[src/rtl/mono_video_pkg.sv]
// rtl/mono_video_pkg.sv - shared types, geometry limits and helpers for the mono video shaper
package mono_video_pkg;

  typedef enum logic [1:0] {
    TINT_GREY  = 2'd0,
    TINT_GREEN = 2'd1,
    TINT_AMBER = 2'd2,
    TINT_INV   = 2'd3
  } tint_e;

  localparam int GEOM_BITS = 12;
  localparam logic [GEOM_BITS-1:0] GEOM_MAX = 12'd4095;

  // Default palette entry: linear ramp from 0 to full scale.
  function automatic int ramp_level(input int idx, input int level_bits, input int out_bits);
    return (idx * ((1 << out_bits) - 1)) / ((1 << level_bits) - 1);
  endfunction

  function automatic logic [GEOM_BITS-1:0] sat_inc(input logic [GEOM_BITS-1:0] val);
    return (val == GEOM_MAX) ? val : val + 1'b1;
  endfunction

endpackage

[src/rtl/mono_geom_meter.sv]
// rtl/mono_geom_meter.sv - measures active pixels/line and lines/frame from blanking
module mono_geom_meter
  import mono_video_pkg::*;
(
  input  logic                 i_clk,
  input  logic                 i_resetn,
  input  logic                 i_ce,
  input  logic                 i_hblank,
  input  logic                 i_vblank,
  output logic [GEOM_BITS-1:0] o_width,
  output logic [GEOM_BITS-1:0] o_height,
  output logic                 o_valid
);

  logic [GEOM_BITS-1:0] r_pix;
  logic [GEOM_BITS-1:0] r_line;
  logic [GEOM_BITS-1:0] r_line_w;
  logic [GEOM_BITS-1:0] r_width;
  logic [GEOM_BITS-1:0] r_height;
  logic                 r_ph;
  logic                 r_pv;
  logic                 r_armed;
  logic                 r_valid;

  logic                 w_hrise;
  logic                 w_vrise;
  logic                 w_active;
  logic                 w_line_done;
  logic [GEOM_BITS-1:0] w_line_cnt;
  logic [GEOM_BITS-1:0] w_line_w;

  assign w_hrise     = i_hblank & ~r_ph;
  assign w_vrise     = i_vblank & ~r_pv;
  assign w_active    = ~i_hblank & ~i_vblank;
  assign w_line_done = w_hrise && (r_pix != '0);
  // Line closed on this edge is folded in before a same-edge frame latch.
  assign w_line_cnt  = w_line_done ? sat_inc(r_line) : r_line;
  assign w_line_w    = w_line_done ? r_pix : r_line_w;

  always_ff @(posedge i_clk) begin
    if (!i_resetn) begin
      r_pix    <= '0;
      r_line   <= '0;
      r_line_w <= '0;
      r_width  <= '0;
      r_height <= '0;
      r_ph     <= 1'b1;
      r_pv     <= 1'b1;
      r_armed  <= 1'b0;
      r_valid  <= 1'b0;
    end else if (i_ce) begin
      r_ph     <= i_hblank;
      r_pv     <= i_vblank;
      r_line_w <= w_line_w;
      if (w_active) begin
        r_pix <= sat_inc(r_pix);
      end else if (w_hrise) begin
        r_pix <= '0;
      end
      // First frame boundary after reset only arms: the frame before it may be partial.
      if (w_vrise) begin
        r_line  <= '0;
        r_armed <= 1'b1;
        if (r_armed && (w_line_cnt != '0)) begin
          r_width  <= w_line_w;
          r_height <= w_line_cnt;
          r_valid  <= 1'b1;
        end
      end else begin
        r_line <= w_line_cnt;
      end
    end
  end

  assign o_width  = r_width;
  assign o_height = r_height;
  assign o_valid  = r_valid;

endmodule

[src/rtl/mono_video_shaper.sv]
// rtl/mono_video_shaper.sv - pixel enable, palette lookup, tint and blanking for mono video
module mono_video_shaper
  import mono_video_pkg::*;
#(
  parameter int LEVEL_BITS = 2,
  parameter int OUT_BITS   = 3,
  parameter int CE_DIV     = 8
) (
  input  logic                  clk_sys,
  input  logic                  Reset_I,
  input  logic [1:0]            mode,
  input  logic [LEVEL_BITS-1:0] vid_in,
  input  logic                  hblank_in,
  input  logic                  vblank_in,
  input  logic                  hs_in,
  input  logic                  vs_in,
  input  logic                  pal_we,
  input  logic [LEVEL_BITS-1:0] pal_addr,
  input  logic [OUT_BITS-1:0]   pal_data,
  output logic                  ce_pix,
  output logic [OUT_BITS-1:0]   r,
  output logic [OUT_BITS-1:0]   g,
  output logic [OUT_BITS-1:0]   b,
  output logic                  hblank,
  output logic                  vblank,
  output logic                  hs,
  output logic                  vs,
  output logic [11:0]           act_width,
  output logic [11:0]           act_height,
  output logic                  geom_valid
);

  localparam int PAL_N = 1 << LEVEL_BITS;
  localparam int DIV_W = $clog2(CE_DIV);
  localparam logic [DIV_W-1:0]    DIV_LAST = DIV_W'(CE_DIV - 1);
  localparam logic [OUT_BITS-1:0] LVL_MAX  = '1;

  logic [DIV_W-1:0]    r_div;
  logic                r_ce;
  logic [OUT_BITS-1:0] r_pal [PAL_N];
  logic [OUT_BITS-1:0] r_r, r_g, r_b;
  logic                r_hblank, r_vblank, r_hs, r_vs;

  logic [OUT_BITS-1:0] w_level;
  logic [OUT_BITS-1:0] w_r, w_g, w_b;

  always_ff @(posedge clk_sys) begin
    if (!Reset_I) begin
      r_div <= '0;
      r_ce  <= 1'b0;
    end else begin
      r_ce  <= (r_div == DIV_LAST);
      r_div <= (r_div == DIV_LAST) ? '0 : r_div + 1'b1;
    end
  end

  // Writes land on any edge; lookups read the pre-write value.
  always_ff @(posedge clk_sys) begin
    if (!Reset_I) begin
      for (int i = 0; i < PAL_N; i++) begin
        r_pal[i] <= OUT_BITS'(ramp_level(i, LEVEL_BITS, OUT_BITS));
      end
    end else if (pal_we) begin
      r_pal[pal_addr] <= pal_data;
    end
  end

  assign w_level = r_pal[vid_in];

  always_comb begin
    w_r = '0;
    w_g = '0;
    w_b = '0;
    if (!(hblank_in | vblank_in)) begin
      case (tint_e'(mode))
        TINT_GREY:  begin w_r = w_level; w_g = w_level; w_b = w_level; end
        TINT_GREEN: begin w_g = w_level; end
        TINT_AMBER: begin w_r = w_level; w_g = w_level >> 1; end
        TINT_INV:   begin
          w_r = LVL_MAX - w_level;
          w_g = LVL_MAX - w_level;
          w_b = LVL_MAX - w_level;
        end
        default: ;
      endcase
    end
  end

  always_ff @(posedge clk_sys) begin
    if (!Reset_I) begin
      r_r      <= '0;
      r_g      <= '0;
      r_b      <= '0;
      r_hblank <= 1'b1;
      r_vblank <= 1'b1;
      r_hs     <= 1'b0;
      r_vs     <= 1'b0;
    end else if (r_ce) begin
      r_r      <= w_r;
      r_g      <= w_g;
      r_b      <= w_b;
      r_hblank <= hblank_in;
      r_vblank <= vblank_in;
      r_hs     <= hs_in;
      r_vs     <= vs_in;
    end
  end

  mono_geom_meter u_geom (
    .i_clk    (clk_sys),
    .i_resetn (Reset_I),
    .i_ce     (r_ce),
    .i_hblank (hblank_in),
    .i_vblank (vblank_in),
    .o_width  (act_width),
    .o_height (act_height),
    .o_valid  (geom_valid)
  );

  assign ce_pix = r_ce;
  assign r      = r_r;
  assign g      = r_g;
  assign b      = r_b;
  assign hblank = r_hblank;
  assign vblank = r_vblank;
  assign hs     = r_hs;
  assign vs     = r_vs;

endmodule
[config.mk]
export PLATFORM = sky130hd
export DESIGN_NAME = mono_video_shaper
export DESIGN_NICKNAME = d
export VERILOG_FILES = /design/src/rtl/mono_video_pkg.sv /design/src/rtl/mono_geom_meter.sv /design/src/rtl/mono_video_shaper.sv
export SDC_FILE = /design/constraint.sdc
export NUM_CORES = 1
export LEC_CHECK = 0
export ABC_CLOCK_PERIOD_IN_PS = 3500
export CAP_MARGIN = 5
export CORE_MARGIN = 2
export CORE_UTILIZATION = 25
export DETAILED_ROUTE_END_ITERATION = 7
export DONT_BUFFER_PORTS = 1
export GPL_TIMING_DRIVEN = 0
export PLACE_DENSITY = 0.35
export SLEW_MARGIN = 0
export SYNTH_ARGS = -nofsm -noshare
export SYNTH_HDL_FRONTEND = slang
export SYNTH_SLANG_ARGS = --single-unit
[constraint.sdc]
create_clock -name clk_sys -period 3.5 [get_ports clk_sys]
set_input_delay 0.7 -clock clk_sys [delete_from_list [all_inputs] [get_ports clk_sys]]
set_output_delay 0.7 -clock clk_sys [all_outputs]
set_load 0.005 [all_outputs]
### After elaboration in Yosys (flattened, before gate mapping)

Memories as Yosys holds them, arrays and structs flattened.
Cells that the tools add are included.

* register bits after elaboration: 79
* memory bits (writable): 12
* logic and storage cells: 70
* memories kept: 1

* add/sub/neg operators: 4
* equality and inequality tests: 7
* mux-type cells: 20
* bitwise logic cells: 9
* reduce and logical (&&, ||, !) cells: 13

Memories
* r_pal: words 4, width 3, rd ports 1, clocked after memory_dff 0, write ports 4, line mono_video_shaper.sv:40 `logic [OUT_BITS-1:0] r_pal [PAL_N];`

Operators with widths (count)
* $mux W12: 7
* $add A12 B1 Y12 const B: 2
* $eq A12 B12 Y1 const B: 2
* $reduce_bool A12 Y1: 2
* $mux W3: 4
* $pmux W3 S2: 2
* $pmux W3 S3: 1
* $reduce_and A3 Y1: 2
* $reduce_or A2 Y1: 3
* $mux W1: 5
* $not A1 Y1: 5
* $eq A2 B2 Y1 const B: 2
* $add A3 B1 Y3 const B: 1
* $and A1 B1 Y1: 3
* $eq A3 B3 Y1 const B: 1
* $reduce_or A3 Y1: 1
* $sub A3 B3 Y3 const A: 1
* $eq A2 B1 Y1 const B: 1
* $logic_and A1 B1 Y1: 2
* $logic_not A2 Y1: 1
* $mux W2: 1
* $ne A2 B2 Y1 const B: 1
* $reduce_and A2 Y1: 1
* $reduce_bool A2 Y1: 1
* $or A1 B1 Y1: 1

### Longest topological paths before layout

Gate-level depths: netlist of the first run.

* depth after elaboration: 7
* mapped depth: 12
* depth with buffers taken out: 9

### Modules after synthesis

A second synthesis of the first run with hierarchy kept.

* cells, all modules: 469
* area total of the unflattened synthesis: 4342.9 um2

By module, submodules not included
* mono_geom_meter: instances 1, cells each 375, area an instance 3124.2 um2, seq. area each 1281.2 um2
* mono_video_shaper: instances 1, cells each 94, area an instance 1218.7 um2, seq. area each 700.7 um2

### Worst setup path before layout of the first run

Ideal clock, no wire load.

* path kind: in2reg
* start point: input hblank_in
* end point: register u_geom.r_width[10], in the netlist u_geom.o_width[10]
* setup time: 0.080 ns
* arrival: 2.648 ns
* data required time: 3.420 ns
* setup slack: 0.772 ns
* cell stages on the path: 10
* cells stage by stage: nor2b_1 -> buf_2 -> o31ai_4 -> or4_1 -> clkbuf_1 -> mux2i_1 -> nor3_4 -> a21o_4 -> buf_12 -> a211oi_2

* word-level cells in the longest chain between the ends: 6
* elaborated cells between the ends (all ways): 7
* those cells by class: 2 x mux; 1 x bitwise; 4 x reduce/logical

RTL lines
* start, declared: line mono_video_shaper.sv:13 `input logic hblank_in,`
* $and A1 B1 Y1 *: line mono_geom_meter.sv:32 `assign w_hrise = i_hblank & ~r_ph;`
* $logic_and A1 B1 Y1 *: line mono_geom_meter.sv:35 `assign w_line_done = w_hrise && (r_pix != '0);`
* $mux W12: line mono_geom_meter.sv:37 `assign w_line_cnt = w_line_done ? sat_inc(r_line) : r_line;`
* $reduce_bool A12 Y1: line mono_geom_meter.sv:64 `if (r_armed && (w_line_cnt != '0)) begin`
* $logic_and A1 B1 Y1: line mono_geom_meter.sv:64
* $reduce_and A3 Y1 (no source line)
* end signal, assigned: line mono_geom_meter.sv:65 `r_width <= w_line_w;`
* end, declared: line mono_geom_meter.sv:18 `logic [GEOM_BITS-1:0] r_width;`

Every way passes the cells marked *; elsewhere a longest branch is shown, timed or not.
A chain may end at the register's enable or synchronous reset.

### Worst setup path in the final report of the first run

* start point: register u_geom.r_pix[0]
* end point: register u_geom.r_height[10], in the netlist u_geom.o_height[10]

* word-level cells in the longest chain between the ends: 6

RTL lines
* start, declared: line mono_geom_meter.sv:15 `logic [GEOM_BITS-1:0] r_pix;`
* start signal, assigned: line mono_geom_meter.sv:56 `r_pix <= sat_inc(r_pix);`
* $reduce_bool A12 Y1 *: line mono_geom_meter.sv:35
* $logic_and A1 B1 Y1 *: line mono_geom_meter.sv:35
* $mux W12 *: line mono_geom_meter.sv:37
* $reduce_bool A12 Y1: line mono_geom_meter.sv:64
* $logic_and A1 B1 Y1: line mono_geom_meter.sv:64
* $reduce_and A3 Y1 (no source line)
* end signal, assigned: line mono_geom_meter.sv:66 `r_height <= w_line_cnt;`
* end, declared: line mono_geom_meter.sv:19 `logic [GEOM_BITS-1:0] r_height;`

Marks and branches as above.

==> out/qor.txt, run 1 <==
==================================================================================================
Antenna violations before repair                                                                 0
TritonCTS clock tree                                                                           yes
Worst IR Drop VDD                                                                        0.2354 mV
Ports                                                                                           55
Clock tree sinks                                                                                91
Wire length after detailed routing                                                    13760 microns
Placer Congestion                                                                           0.8131
Combinational fraction of design power                                                        3.4%
Most area-hungry cell type in the Yosys netlist                                       sky130_fd_sc_hd__dfxtp_1
Vias in the first global route                                                                3540
Final critical-path required period                                                        3167 ps
DP Area                                                                                 4788 sq um
Share of power burned in registers                                                           51.5%
Achievable frequency                                                                     315.7 MHz
Internal Pwr Total                                                                        1.587 mW
Detail-routed net length per standard cell                                            17.71 microns
Total net switching power                                                                 502.4 uW
Share of the yosys chip area belonging to registers                                         43.18%
Worst reg2reg setup slack                                                                   330 ps
Sort of element at the start of the critical path                                             flop
Class of the tightest hold or removal check                                             reg -> reg
Switching fraction of total power                                                           24.04%
Mapped Avg Cell Area                                                                   8.453 sq um
Share of the cycle needed by the critical path after routing                                90.49%
Maxcap violations                                                                                0
Critical Path RT                                                                           3790 ps
Layout cells sized above 1                                                                  8.394%
Leading cell type by number of instances after synthesis                              sky130_fd_sc_hd__nand2_1
Global route overflow                                                                            0
Number of vias after detailed routing                                                         3712
Clock group share of total power                                                             45.1%
Die height                                                                            138.1 microns
Worst slew margin relative to its limit                                                     46.59%
Maximum number of pins on one net before global-route repair                                    17
Worst hold path depth                                                                            1
Hold worst-path end                                                                       r_div[0]
# H-tree levels                                                                                  3
Setup Total Neg Slack                                                                         0 ps
Effective utilization at floorplan                                                          25.29%
Critical path capture point type                                                              flop
Final hold violation count                                                                       0
Leading cell types by total area after synthesis                                      sky130_fd_sc_hd__dfxtp_1 35%, sky130_fd_sc_hd__edfxtp_1 8.0%, sky130_fd_sc_hd__nand2_1 7.3%
Avg Vias per Cell                                                                            4.777
Core footprint                                                                         17780 sq um
Number of synthesized register bits                                                             91
Dpl hpwl                                                                              10320 microns
Number of rows in the core area                                                                 49
Maximum number of buffers from clock root to sink                                                2
Input/output buffers                                                                             0
Run status                                                                            complete, no violations
CTS resizes                                                                                      0
Number of buffers inserted for hold repair after clock tree synthesis                            0
Post-synth net total                                                                           553
Post-synthesis cell count                                                                      532
Worst flop-to-flop path endpoint                                                      u_geom.o_height[10]
Overall die width                                                                     138.1 microns
Growth of design area from synthesis to finish                                              12.63%
Number of distinct library cells after synthesis                                                56
PD cells                                                                              412.6 nW/um^2
Combined area of all synthesized cells                                                  4497 sq um
Number of setup buffers added after CTS                                                          0
Design area                                                                             5065 sq um
Number of iterations in the first detailed-routing pass                                          5
Number of diodes                                                                                 0
Min-delay src                                                                             r_div[0]
Proportion of synthesized flip-flops having asynchronous set or reset                           0%
Tot GR Track Use                                                                            14.60%
Setup-violating endpoint count in the final report                                               0
Leakage                                                                                   1.662 nW
List of most frequent post-synthesis cells                                            88 x sky130_fd_sc_hd__nand2_1, 79 x sky130_fd_sc_hd__dfxtp_1, 58 x sky130_fd_sc_hd__nor2_1, 37 x sky130_fd_sc_hd__a21oi_1, 33 x sky130_fd_sc_hd__nand3_1
Worst-case reg-to-reg path depth                                                                10
Clock root cell                                                                       sky130_fd_sc_hd__clkbuf_16
Setup repair after global routing missed its margin                                          false
Slew Viols, Final                                                                                0
First-pass GRT wire length                                                            21360 microns
Die ar.                                                                                19080 sq um
WP data arrival                                                                            3450 ps
Maximum fanout along the worst path                                                              8
Clock transition time at the flip-flop clock pins of the worst setup and hold paths          70 ps
Primary flip-flop cell chosen by synthesis mapping                                    sky130_fd_sc_hd__dfxtp_1
Actual slew at the worst max-slew pin                                                     797.7 ps
Overall power after layout                                                                2.090 mW
Worst-case clock skew                                                                     8.874 ps
Number of warnings issued by yosys                                                               0
Synth top area share                                                                        35.17%
Startpoint of the worst-slack reg-to-reg timing path                                  u_geom.r_pix[0]
Final-stage net count                                                                          564
Count of unresolved DRC violations after routing                                                 0
Post-synth EDFFs                                                                                12
Critical path class                                                                     reg -> reg
Worst hold slack                                                                          433.9 ps
Remaining antenna violation count                                                                0
Worst-skew pair later-pin latency                                                           360 ps
Clock buffer count from CTS                                                                      9
Initial drt markers                                                                            195
==================================================================================================
## worst max-delay path, cell delays in order, from the launching register on
cell and delay, ps:
sky130_fd_sc_hd__dfxtp_1 330, sky130_fd_sc_hd__inv_1 150, sky130_fd_sc_hd__ha_1 170, sky130_fd_sc_hd__or4b_4 480, sky130_fd_sc_hd__o31ai_4 350, sky130_fd_sc_hd__or4_1 180, sky130_fd_sc_hd__clkbuf_1 210, sky130_fd_sc_hd__mux2i_1 330
sky130_fd_sc_hd__nor3_4 120, sky130_fd_sc_hd__a21oi_1 550, sky130_fd_sc_hd__mux2i_1 240
## metrics by stage
stage                     util [%]  setup slack [ps]  cells
after floorplan                  -             772.2    532
after global placement       26.90             9.218    761
after detailed placement     26.93             183.3    761
after CTS                    28.49             282.6    777
after global routing         28.49             70.07    777
final                        28.49             332.7    777
## placed cells by master, fill, tap and decap left out, types with 3 or more instances in the layout
master                      instances
sky130_fd_sc_hd__dfxtp_1           79
sky130_fd_sc_hd__a211oi_1          14
sky130_fd_sc_hd__o31ai_1            4
sky130_fd_sc_hd__nand2_1           88
sky130_fd_sc_hd__or2_2              4
sky130_fd_sc_hd__mux4_2             3
sky130_fd_sc_hd__edfxtp_1          12
sky130_fd_sc_hd__nand2b_1          11
sky130_fd_sc_hd__inv_1             14
sky130_fd_sc_hd__buf_6              3
sky130_fd_sc_hd__xor2_1             5
sky130_fd_sc_hd__a211oi_2           5
sky130_fd_sc_hd__mux2i_1           19
sky130_fd_sc_hd__and2_1            12
sky130_fd_sc_hd__and4_1             3
sky130_fd_sc_hd__nand4_1            6
sky130_fd_sc_hd__inv_6              3
sky130_fd_sc_hd__nor2_1            58
sky130_fd_sc_hd__nor3b_1            6
sky130_fd_sc_hd__nor2b_1            3
sky130_fd_sc_hd__nor3_1            12
sky130_fd_sc_hd__buf_2              5
sky130_fd_sc_hd__ha_1               5
sky130_fd_sc_hd__clkbuf_16          9
sky130_fd_sc_hd__a22oi_1            7
sky130_fd_sc_hd__a21oi_1           37
sky130_fd_sc_hd__o21ai_0            9
sky130_fd_sc_hd__clkbuf_1          27
sky130_fd_sc_hd__xnor2_1           16
sky130_fd_sc_hd__nand3_1           33
## area by class of cell
| cell class | count | area (sq um) |
|---|---|---|
| multi-input cells | 387 | 2307 |
| fillers | 1954 | 12710 |
| clock buffers | 11 | 232.7 |
| clock inverters | 5 | 43.79 |
| inverters | 16 | 60.06 |
| plain buffers | 38 | 192.7 |
| well taps | 229 | 286.5 |
| flip-flops and latches | 91 | 1942 |
## power by group through the flow
stage	Clock [mW]	Sequential [mW]	Combinational, mW
2_1_floorplan	0	1.10	0.0499
3_3_place_gp	0	1.10	0.0726
3_5_place_dp	0	1.10	0.0734
4_1_cts	0.982	1.08	0.0736
5_1_grt	1.03	1.08	0.0797
6_report	0.942	1.08	0.0718
## flip-flops by register name, indices dropped and copies added, names as in the netlist
register         cells
u_geom.r_pv          1
r_div                3
u_geom.o_valid       1
u_geom.r_armed       1
g                    3
u_geom.o_height     12
b                    3
u_geom.r_pix        12
u_geom.r_line_w     12
hs                   1
r_pal               12
r                    3
vs                   1
ce_pix               1
u_geom.r_ph          1
u_geom.o_width      12
u_geom.r_line       12
## routing by layer
layer | vias to the layer above | routed length [microns] | track usage (%)
met4 | 0 | 171 | 5.317
met1 | 1791 | 6675 | 20.09
li1 | 1855 | - | -
met2 | 53 | 6417 | 22.49
met3 | 13 | 492 | 3.291
met5 | - | 0 | 0
## worst max path at each step
stage                     endpoint  cells past startpoint  slack [ps]             from
2_1_floorplan   u_geom.o_width[10]                     10         770        hblank_in
3_3_place_gp      u_geom.r_pix[11]                      7           9        hblank_in
3_5_place_dp   u_geom.o_height[10]                      9         180        hblank_in
4_1_cts        u_geom.o_height[10]                     10         280  u_geom.r_pix[1]
5_1_grt        u_geom.o_height[10]                     10          70  u_geom.r_pix[0]
6_report       u_geom.o_height[10]                     10         330  u_geom.r_pix[0]
## logic make-up after synthesis
| family | synth area share [%] |
|---|---|
| flip-flops | 43.18 |
| AO/OA/AOI/OAI | 14.39 |
| multiplexers | 5.732 |
| AND/OR/NAND/NOR | 25.60 |
| adder cells (fa/ha/maj) | 1.391 |
| XOR/XNOR | 4.090 |
| buffers and inverters | 5.620 |
(Power assumes the default switching activity.)
==> run 2: changes to the inputs <==
Settings changed: CORE_MARGIN 2 to 4, CTS_CLUSTER_SIZE set to 14.
==> out/qor.txt, run 2 (synthesis gave the netlist of run 1 again) <==
==================================================================================================
DP Area                                                                                 4778 sq um
Clock transition time at the flip-flop clock pins of the worst setup and hold paths          70 ps
Worst-case clock skew                                                                     8.972 ps
Placer Congestion                                                                           0.8023
Leakage                                                                                   1.679 nW
Worst-skew pair later-pin latency                                                           350 ps
Global route overflow                                                                            0
Overall power after layout                                                                2.189 mW
Wire length after detailed routing                                                    13190 microns
Maximum fanout along the worst path                                                              8
Design area                                                                             5092 sq um
Class of the tightest hold or removal check                                             reg -> reg
Initial drt markers                                                                            242
Worst slack, placed                                                                       256.5 ps
Core footprint                                                                         17480 sq um
Worst-case reg-to-reg path depth                                                                10
Overall die width                                                                     142.1 microns
Startpoint of the worst-slack reg-to-reg timing path                                  u_geom.r_pix[0]
Growth of design area from synthesis to finish                                              13.24%
Storage element area                                                                    1942 sq um
Setup Total Neg Slack                                                                         0 ps
Worst hold path depth                                                                            1
Antenna violations before repair                                                                 0
Critical Path RT                                                                           3780 ps
Avg Vias per Cell                                                                            4.791
Hold worst-path end                                                                       r_div[0]
Achievable frequency                                                                     309.7 MHz
Setup repair after global routing missed its margin                                          false
Maximum number of pins on one net before global-route repair                                    15
Worst hold slack                                                                          433.0 ps
Die height                                                                            142.1 microns
Maxcap violations                                                                                0
WP data arrival                                                                            3510 ps
Core Util, Final                                                                            29.14%
Number of vias after detailed routing                                                         3708
Number of diodes                                                                                 0
Clock tree sinks                                                                                91
Layout cells sized above 1                                                                  8.197%
Remaining antenna violation count                                                                0
Sort of element at the start of the critical path                                             flop
Commonest cells after routing, fill and taps aside                                    88 x sky130_fd_sc_hd__nand2_1, 79 x sky130_fd_sc_hd__dfxtp_1, 58 x sky130_fd_sc_hd__nor2_1
Count of unresolved DRC violations after routing                                                 0
Critical path capture point type                                                              flop
Min-delay src                                                                             r_div[0]
Most heavily used metal layer in global routing                                               met2
PD cells                                                                              429.9 nW/um^2
Met1 Usage GRT                                                                              17.97%
Final critical-path required period                                                        3229 ps
Clock root cell                                                                       sky130_fd_sc_hd__clkbuf_16
Clock buffer count from CTS                                                                      9
Critical path class                                                                     reg -> reg
Minimum setup slack in the final design                                                   270.7 ps
Ports                                                                                           55
M2 GR Usage                                                                                 20.72%
Share of the cycle needed by the critical path after routing                                92.26%
TritonCTS clock tree                                                                           yes
Number of filler cells placed in the layout                                                   1876
Worst slew margin relative to its limit                                                     47.75%
Effective utilization at floorplan                                                          25.73%
Run status                                                                            complete, no violations
CTS resizes                                                                                      0
Final-stage net count                                                                          565
Worst reg2reg setup slack                                                                   270 ps
Placed instance count                                                                          757
Maximum number of buffers from clock root to sink                                                2
Input/output buffers                                                                             0
Dpl hpwl                                                                              9918 microns
Non-filler cells in the finished layout                                                        774
Number of rows in the core area                                                                 48
Detail-routed net length per standard cell                                            17.04 microns
Final hold violation count                                                                       0
Number of buffers inserted for hold repair after clock tree synthesis                            0
Tot GR Track Use                                                                            13.66%
Worst flop-to-flop path endpoint                                                      u_geom.o_height[9]
Most frequent standard cell in the layout excluding fill and tap cells                sky130_fd_sc_hd__nand2_1
First-pass GRT wire length                                                            21190 microns
Met3 usage                                                                                  5.880%
Actual slew at the worst max-slew pin                                                     783.8 ps
Vias in the first global route                                                                3579
Number of iterations in the first detailed-routing pass                                          5
Area used by multi-input combinational logic                                            2302 sq um
# H-tree levels                                                                                  3
Number of setup buffers added after CTS                                                          0
Slew Viols, Final                                                                                0
Die ar.                                                                                20200 sq um
Worst IR Drop VDD                                                                        0.2485 mV
Setup-violating endpoint count in the final report                                               0
==================================================================================================
-- run 2: cell types whose count changed in the layout (fill, tap and decap cells not counted) --
cell and delta:
sky130_fd_sc_hd__clkinv_2 +1, sky130_fd_sc_hd__bufinv_16 +2, sky130_fd_sc_hd__nor3b_2 -1, sky130_fd_sc_hd__clkinv_4 -2
sky130_fd_sc_hd__clkinv_1 +2, sky130_fd_sc_hd__buf_2 +1, sky130_fd_sc_hd__clkbuf_1 -1, sky130_fd_sc_hd__nor3b_1 +1
sky130_fd_sc_hd__clkinvlp_4 +1, sky130_fd_sc_hd__inv_6 -3
-- run 2: worst max-delay path by stage --
| stage | start | end | slack (ps) | cells after the start |
|---|---|---|---|---|
| after detailed placement | u_geom.r_pix[0] | u_geom.o_height[9] | 260 | 10 |
| after floorplan | hblank_in | u_geom.o_width[10] | 770 | 10 |
| final | u_geom.r_pix[0] | u_geom.o_height[9] | 270 | 10 |
| after global placement | u_geom.r_pix[0] | u_geom.o_height[9] | 240 | 10 |
| after global routing | u_geom.r_pix[1] | u_geom.o_width[11] | 50 | 10 |
| after CTS | u_geom.r_pix[0] | u_geom.o_height[9] | 240 | 10 |
-- run 2: final cells by class --
class                   instances  area share, %
flip-flops and latches         91          38.13
clock buffers                  10          4.496
multi-input cells             387          45.21
inverters                      16          1.179
plain buffers                  38          3.784
well taps                     225          5.528
repair buffers                  1        0.09828
clock inverters                 6          1.572
-- run 2: worst max-delay path, stage by stage, from the launching register on --
cell and delay (ps):
sky130_fd_sc_hd__dfxtp_1 330, sky130_fd_sc_hd__inv_1 150, sky130_fd_sc_hd__ha_1 170, sky130_fd_sc_hd__or4b_4 480
sky130_fd_sc_hd__o31ai_4 380, sky130_fd_sc_hd__or4_1 180, sky130_fd_sc_hd__clkbuf_1 190, sky130_fd_sc_hd__mux2i_1 310
sky130_fd_sc_hd__nor3_4 110, sky130_fd_sc_hd__a21oi_1 600, sky130_fd_sc_hd__mux2i_1 250
-- run 2: layer usage --
| layer | share of wire [%] | wire length (microns) | vias up |
|---|---|---|---|
| met4 | 1.3 | 174 | 0 |
| met3 | 7.7 | 1013 | 11 |
| met1 | 47 | 6183 | 1748 |
| met2 | 44 | 5815 | 88 |
| met5 | 0 | 0 | - |
| li1 | - | - | 1861 |
-- run 2: where the power goes --
part	internal, mW	switching [mW]	leakage [nW]
Sequential	1.07	0.00501	0.754
Clock	0.621	0.424	0.148
Combinational	0.0238	0.0448	0.777
==> run 3: changes to the inputs <==
Settings changed: SLEW_MARGIN 0 to not set.
==> results of run 3 <==
Final layout, timing and power as in run 2 (identical DEF).
==> RTL edit 1, RTL diff (settings of run 3) <==
Change the parameter `OUT_BITS` from 3 to 6.
--- a/src/rtl/mono_video_shaper.sv
+++ b/src/rtl/mono_video_shaper.sv
@@ -3,7 +3,7 @@
   import mono_video_pkg::*;
 #(
   parameter int LEVEL_BITS = 2,
-  parameter int OUT_BITS   = 3,
+  parameter int OUT_BITS   = 6,
   parameter int CE_DIV     = 8
 ) (
   input  logic                  clk_sys,
Interface: changed (resized b, g, pal_data and r); port bits go from 55 to 67. No check against the original RTL was run, so the function may have changed too.
==> RTL edit 1 against run 3 <==
  * Cell area rose by 19%
  * First-iteration DRC count rose by 2.5%
  * Wire length rose by 22%
  * Combinational power rose by 71%
  * Critical endpoint is now u_geom.o_height[1]
  * Largest cell class unchanged
  * Power rose by 14%
  * Area after synthesis rose by 21%
  * Sequential cell count rose by 21
  * Worst setup slack improved by 72 ps
==> RTL edit 1: results (changes against run 3) <==
<table>
<tr><th>Metric</th><th>Value</th></tr>
<tr><th colspan="2">Route</th></tr>
<tr><td>Detailed Route Iter0 Violations</td><td>248 (+2.5%)</td></tr>
<tr><td>Total wire length</td><td>16100 um (+22%)</td></tr>
<tr><td>Met1 WL</td><td>7190 um (+16%)</td></tr>
<tr><td>Routed length per placed instance</td><td>17.9 um (+5.1%)</td></tr>
<tr><td>Wire length on met3</td><td>1360 um (+34%)</td></tr>
<tr><td>Met2 layer wire length in the routed design</td><td>7270 um (+25%)</td></tr>
<tr><th colspan="2">Synthesis</th></tr>
<tr><td>Most common library cells after synthesis</td><td>nand2_1 (107), dfxtp_1 (88), nor2_1 (49), a21oi_1 (39), clkbuf_1 (34)</td></tr>
<tr><td>Avg Cell Area, Syn</td><td>8.97 um^2 (+6.1%)</td></tr>
<tr><td>Xor-xnor portion of the synthesized cell area</td><td>2.87% (-1.2 points)</td></tr>
<tr><td>Fraction of the mapped netlist area in compound gates</td><td>15.1% (+0.76 points)</td></tr>
<tr><td>Register area share after synthesis</td><td>45.6% (+2.4 points)</td></tr>
<tr><td>Nets in the synthesized netlist</td><td>631 (+14%)</td></tr>
<tr><td>Fraction of synthesized area in multiplexers</td><td>6.00% (+0.27 points)</td></tr>
<tr><th colspan="2">Power</th></tr>
<tr><td>Worst ir drop on vdd</td><td>0.000192 V (-23%)</td></tr>
<tr><td>Static Leak</td><td>2.00 nW (+19%)</td></tr>
<tr><th colspan="2">Timing</th></tr>
<tr><td>Relative max-transition margin</td><td>40.7% (-7.0 points)</td></tr>
<tr><th colspan="2">Place</th></tr>
<tr><td>Placed cell count</td><td>882 (+17%)</td></tr>
<tr><td>Placed inst area</td><td>5790 um^2 (+21%)</td></tr>
<tr><td>Dpl hpwl</td><td>12100 um (+22%)</td></tr>
<tr><th colspan="2">Global routing</th></tr>
<tr><td>Vias in the first global route</td><td>4106 (+15%)</td></tr>
<tr><td>M2 GR Usage</td><td>20.7% (about the same)</td></tr>
<tr><td>Largest net degree at the start of global routing</td><td>20 (+5)</td></tr>
<tr><td>Global-route wire length before repair</td><td>24700 um (+16%)</td></tr>
<tr><th colspan="2">Run status</th></tr>
<tr><td>Status</td><td>complete, no violations</td></tr>
<tr><th colspan="2">Cells and area</th></tr>
<tr><td>Fill cells</td><td>2298 (+22%)</td></tr>
<tr><td>NumNets Final</td><td>642 (+14%)</td></tr>
<tr><th colspan="2">Critical path</th></tr>
<tr><td>Capture instance of the worst register-to-register path</td><td>u_geom.o_height[1]</td></tr>
</table>
RTL edit 1: worst max-delay path by stage:
stage	from	to	slack (ps)	depth (start not counted)
after CTS	u_geom.r_pix[0]	u_geom.o_height[1]	290	10
after detailed placement	u_geom.r_pix[0]	u_geom.o_height[1]	330	10
after floorplan	u_geom.r_pix[0]	u_geom.o_height[11]	840	11
after global routing	u_geom.r_pix[0]	u_geom.o_height[1]	110	10
final	u_geom.r_pix[0]	u_geom.o_height[1]	340	10
after global placement	hblank_in	u_geom.r_pix[11]	-90	7
RTL edit 1: power breakdown:
group          switching [mW]  internal (mW)  total, mW  leakage [nW]
clock                   0.528          0.495       1.02         0.132
combinational          0.0771         0.0402      0.117         0.927
sequential            0.00718           1.34       1.35         0.944
total                   0.612           1.88       2.49          2.00
RTL edit 1: cell families (layout without fill, tap and decap cells):
kind of cell	after synthesis	in the layout
flip-flops	112	112
AO/OA/AOI/OAI	118	118
XOR/XNOR	17	17
buffers and inverters	59	75
adder cells (fa/ha/maj)	5	5
multiplexers	25	25
AND/OR/NAND/NOR	271	271
RTL edit 1: worst max-delay path: stages (launching register included):
cell and delay [ps]:
dfxtp_1 370, inv_1 110, ha_1 160, or4b_4 490, o31a_1 380, o21ai_1 280, nor2_1 150, xnor2_2 320
clkbuf_1 430, a211oi_1 180, a211oi_2 210
RTL edit 1: layout make-up:
cell class / instances / area share (%)
multi-input cells: 436 / 44.2
plain buffers: 44 / 3.67
flip-flops and latches: 112 / 40.9
clock inverters: 6 / 0.824
well taps: 275 / 5.67
clock buffers: 10 / 3.77
inverters: 15 / 0.927
==> RTL edit 2, RTL diff (flow settings as in run 3) <==
Without the edit above. Register the input `mode` before use, cleared by the reset. The logic sees it one clock later. The other inputs are not delayed to match.
--- a/src/rtl/mono_video_shaper.sv
+++ b/src/rtl/mono_video_shaper.sv
@@ -34,6 +34,16 @@
   localparam int DIV_W = $clog2(CE_DIV);
   localparam logic [DIV_W-1:0]    DIV_LAST = DIV_W'(CE_DIV - 1);
   localparam logic [OUT_BITS-1:0] LVL_MAX  = '1;
+
+  logic [1:0] mode_q;
+
+  always_ff @(posedge clk_sys) begin
+    if (!Reset_I) begin
+      mode_q <= '0;
+    end else begin
+      mode_q <= mode;
+    end
+  end
 
   logic [DIV_W-1:0]    r_div;
   logic                r_ce;
@@ -72,7 +82,7 @@
     w_g = '0;
     w_b = '0;
     if (!(hblank_in | vblank_in)) begin
-      case (tint_e'(mode))
+      case (tint_e'(mode_q))
         TINT_GREY:  begin w_r = w_level; w_g = w_level; w_b = w_level; end
         TINT_GREEN: begin w_g = w_level; end
         TINT_AMBER: begin w_r = w_level; w_g = w_level >> 1; end
Function: changed (Yosys sat finds a counterexample within 10 cycles, from zero or initial values and one cycle with Reset_I low).
==> RTL edit 2 against run 3 <==
  * Non-clock buffer count up 1
  * Power down 3.1%
  * Worst setup slack better by 26 ps
  * Die area is 1.8% lower
  * First-iteration DRC count decreased by 8.3%
  * Area after synthesis fell by 1.9%
  * Wire length grew 1.3%
  * Critical path depth is 1 higher
  * Sequential cell count grew 2
  * Cell area is 2.3% lower
==> RTL edit 2: results (changes against run 3) <==
<table>
<tr><th>Metric</th><th>Value</th></tr>
<tr><th colspan="2">Cells and area</th></tr>
<tr><td>Footprint of the multi-input gates</td><td>2220 um^2 (-3.5%)</td></tr>
<tr><td>Fill cells</td><td>1903 (+1.4%)</td></tr>
<tr><th colspan="2">Timing</th></tr>
<tr><td>Relative max-transition margin</td><td>35.3% (-12 points)</td></tr>
<tr><td>Hold WS</td><td>437 ps (+3.89 ps)</td></tr>
<tr><th colspan="2">Critical path</th></tr>
<tr><td>Critical Path End</td><td>u_geom.o_width[1]</td></tr>
<tr><td>Cell type of the slowest stage on the worst timing path</td><td>o31ai_2</td></tr>
<tr><td>Longest individual stage delay on the worst path</td><td>830 ps (+230 ps)</td></tr>
<tr><td>Internal reg-to-reg setup slack</td><td>300 ps (+30 ps)</td></tr>
<tr><td>Cells on worst reg2reg path</td><td>11 (+1)</td></tr>
<tr><th colspan="2">Synthesis</th></tr>
<tr><td>Synth Area in Adders</td><td>1.42% (+0.028 points)</td></tr>
<tr><td>Fraction of synthesized area in multiplexers</td><td>4.03% (-1.7 points)</td></tr>
<tr><td>Xor-xnor portion of the synthesized cell area</td><td>3.38% (-0.71 points)</td></tr>
<tr><td>Fraction of the mapped netlist area in compound gates</td><td>17.0% (+2.6 points)</td></tr>
<tr><td>Nets in the synthesized netlist</td><td>542 (-2.0%)</td></tr>
<tr><td>Count of unique library cells instantiated by Yosys</td><td>57 (+1.8%)</td></tr>
<tr><td>Leading post-synthesis cells by cell area</td><td>dfxtp_1 (37%), edfxtp_1 (8.2%), nand2_1 (6.5%), a21oi_1 (5.2%), nor2_1 (4.3%)</td></tr>
<tr><td>Register area share after synthesis</td><td>44.9% (+1.8 points)</td></tr>
<tr><td>Count of mapped cells out of synthesis</td><td>521 (-2.1%)</td></tr>
<tr><th colspan="2">Route</th></tr>
<tr><td>Total wire length</td><td>13400 um (+1.3%)</td></tr>
<tr><td>Number of iterations in the first detailed-routing pass</td><td>4 (-1)</td></tr>
<tr><td>Vias</td><td>3745 (+1.0%)</td></tr>
<tr><th colspan="2">Global routing</th></tr>
<tr><td>Global-route wire length before repair</td><td>21300 um (+0.68%)</td></tr>
<tr><td>Overall global routing resource usage</td><td>13.9% (+0.24 points)</td></tr>
<tr><th colspan="2">Place</th></tr>
<tr><td>Worst Setup Slack post-DPL</td><td>208 ps (-48.4 ps)</td></tr>
<tr><td>Placed cell count</td><td>746 (-1.5%)</td></tr>
<tr><th colspan="2">Run status</th></tr>
<tr><td>Status</td><td>complete, no violations</td></tr>
<tr><th colspan="2">Power</th></tr>
<tr><td>Worst ir drop on vdd</td><td>0.000211 V (-15%)</td></tr>
<tr><td>Static Leak</td><td>1.61 nW (-4.3%)</td></tr>
</table>
## RTL edit 2: changes by cell type in the layout (fill, tap and decap cells not counted), moves of 8 or more
cell | before | now
o21ai_0 | 9 | 21
a21oi_1 | 37 | 46
nand2_1 | 88 | 76
a211oi_1 | 14 | 0
nor2_1 | 58 | 50
mux2i_1 | 19 | 11
## RTL edit 2: metal layers
layer  vias up  global-route usage (%)  routed length, um
li1       1856                       -                  -
met1      1820                    18.0               6190
met2        57                    22.4               6410
met3        12                    3.26                493
met4         0                    5.41                263
met5         -                       0                  0
## RTL edit 2: layout make-up
class,instances,share of cell area [%]
Buffer,39,3.54
Clock buffer,12,4.75
Clock inverter,2,0.754
Inverter,9,0.679
Multi-Input combinational cell,380,44.6
Sequential cell,93,39.8
Tap cell,225,5.66
Timing Repair Buffer,1,0.151
## RTL edit 2: power breakdown
group	switching, mW	internal [mW]	leakage (nW)	total, mW
Combinational	0.0419	0.0239	0.706	0.0658
Sequential	0.00637	1.10	0.771	1.10
Clock	0.407	0.547	0.129	0.954
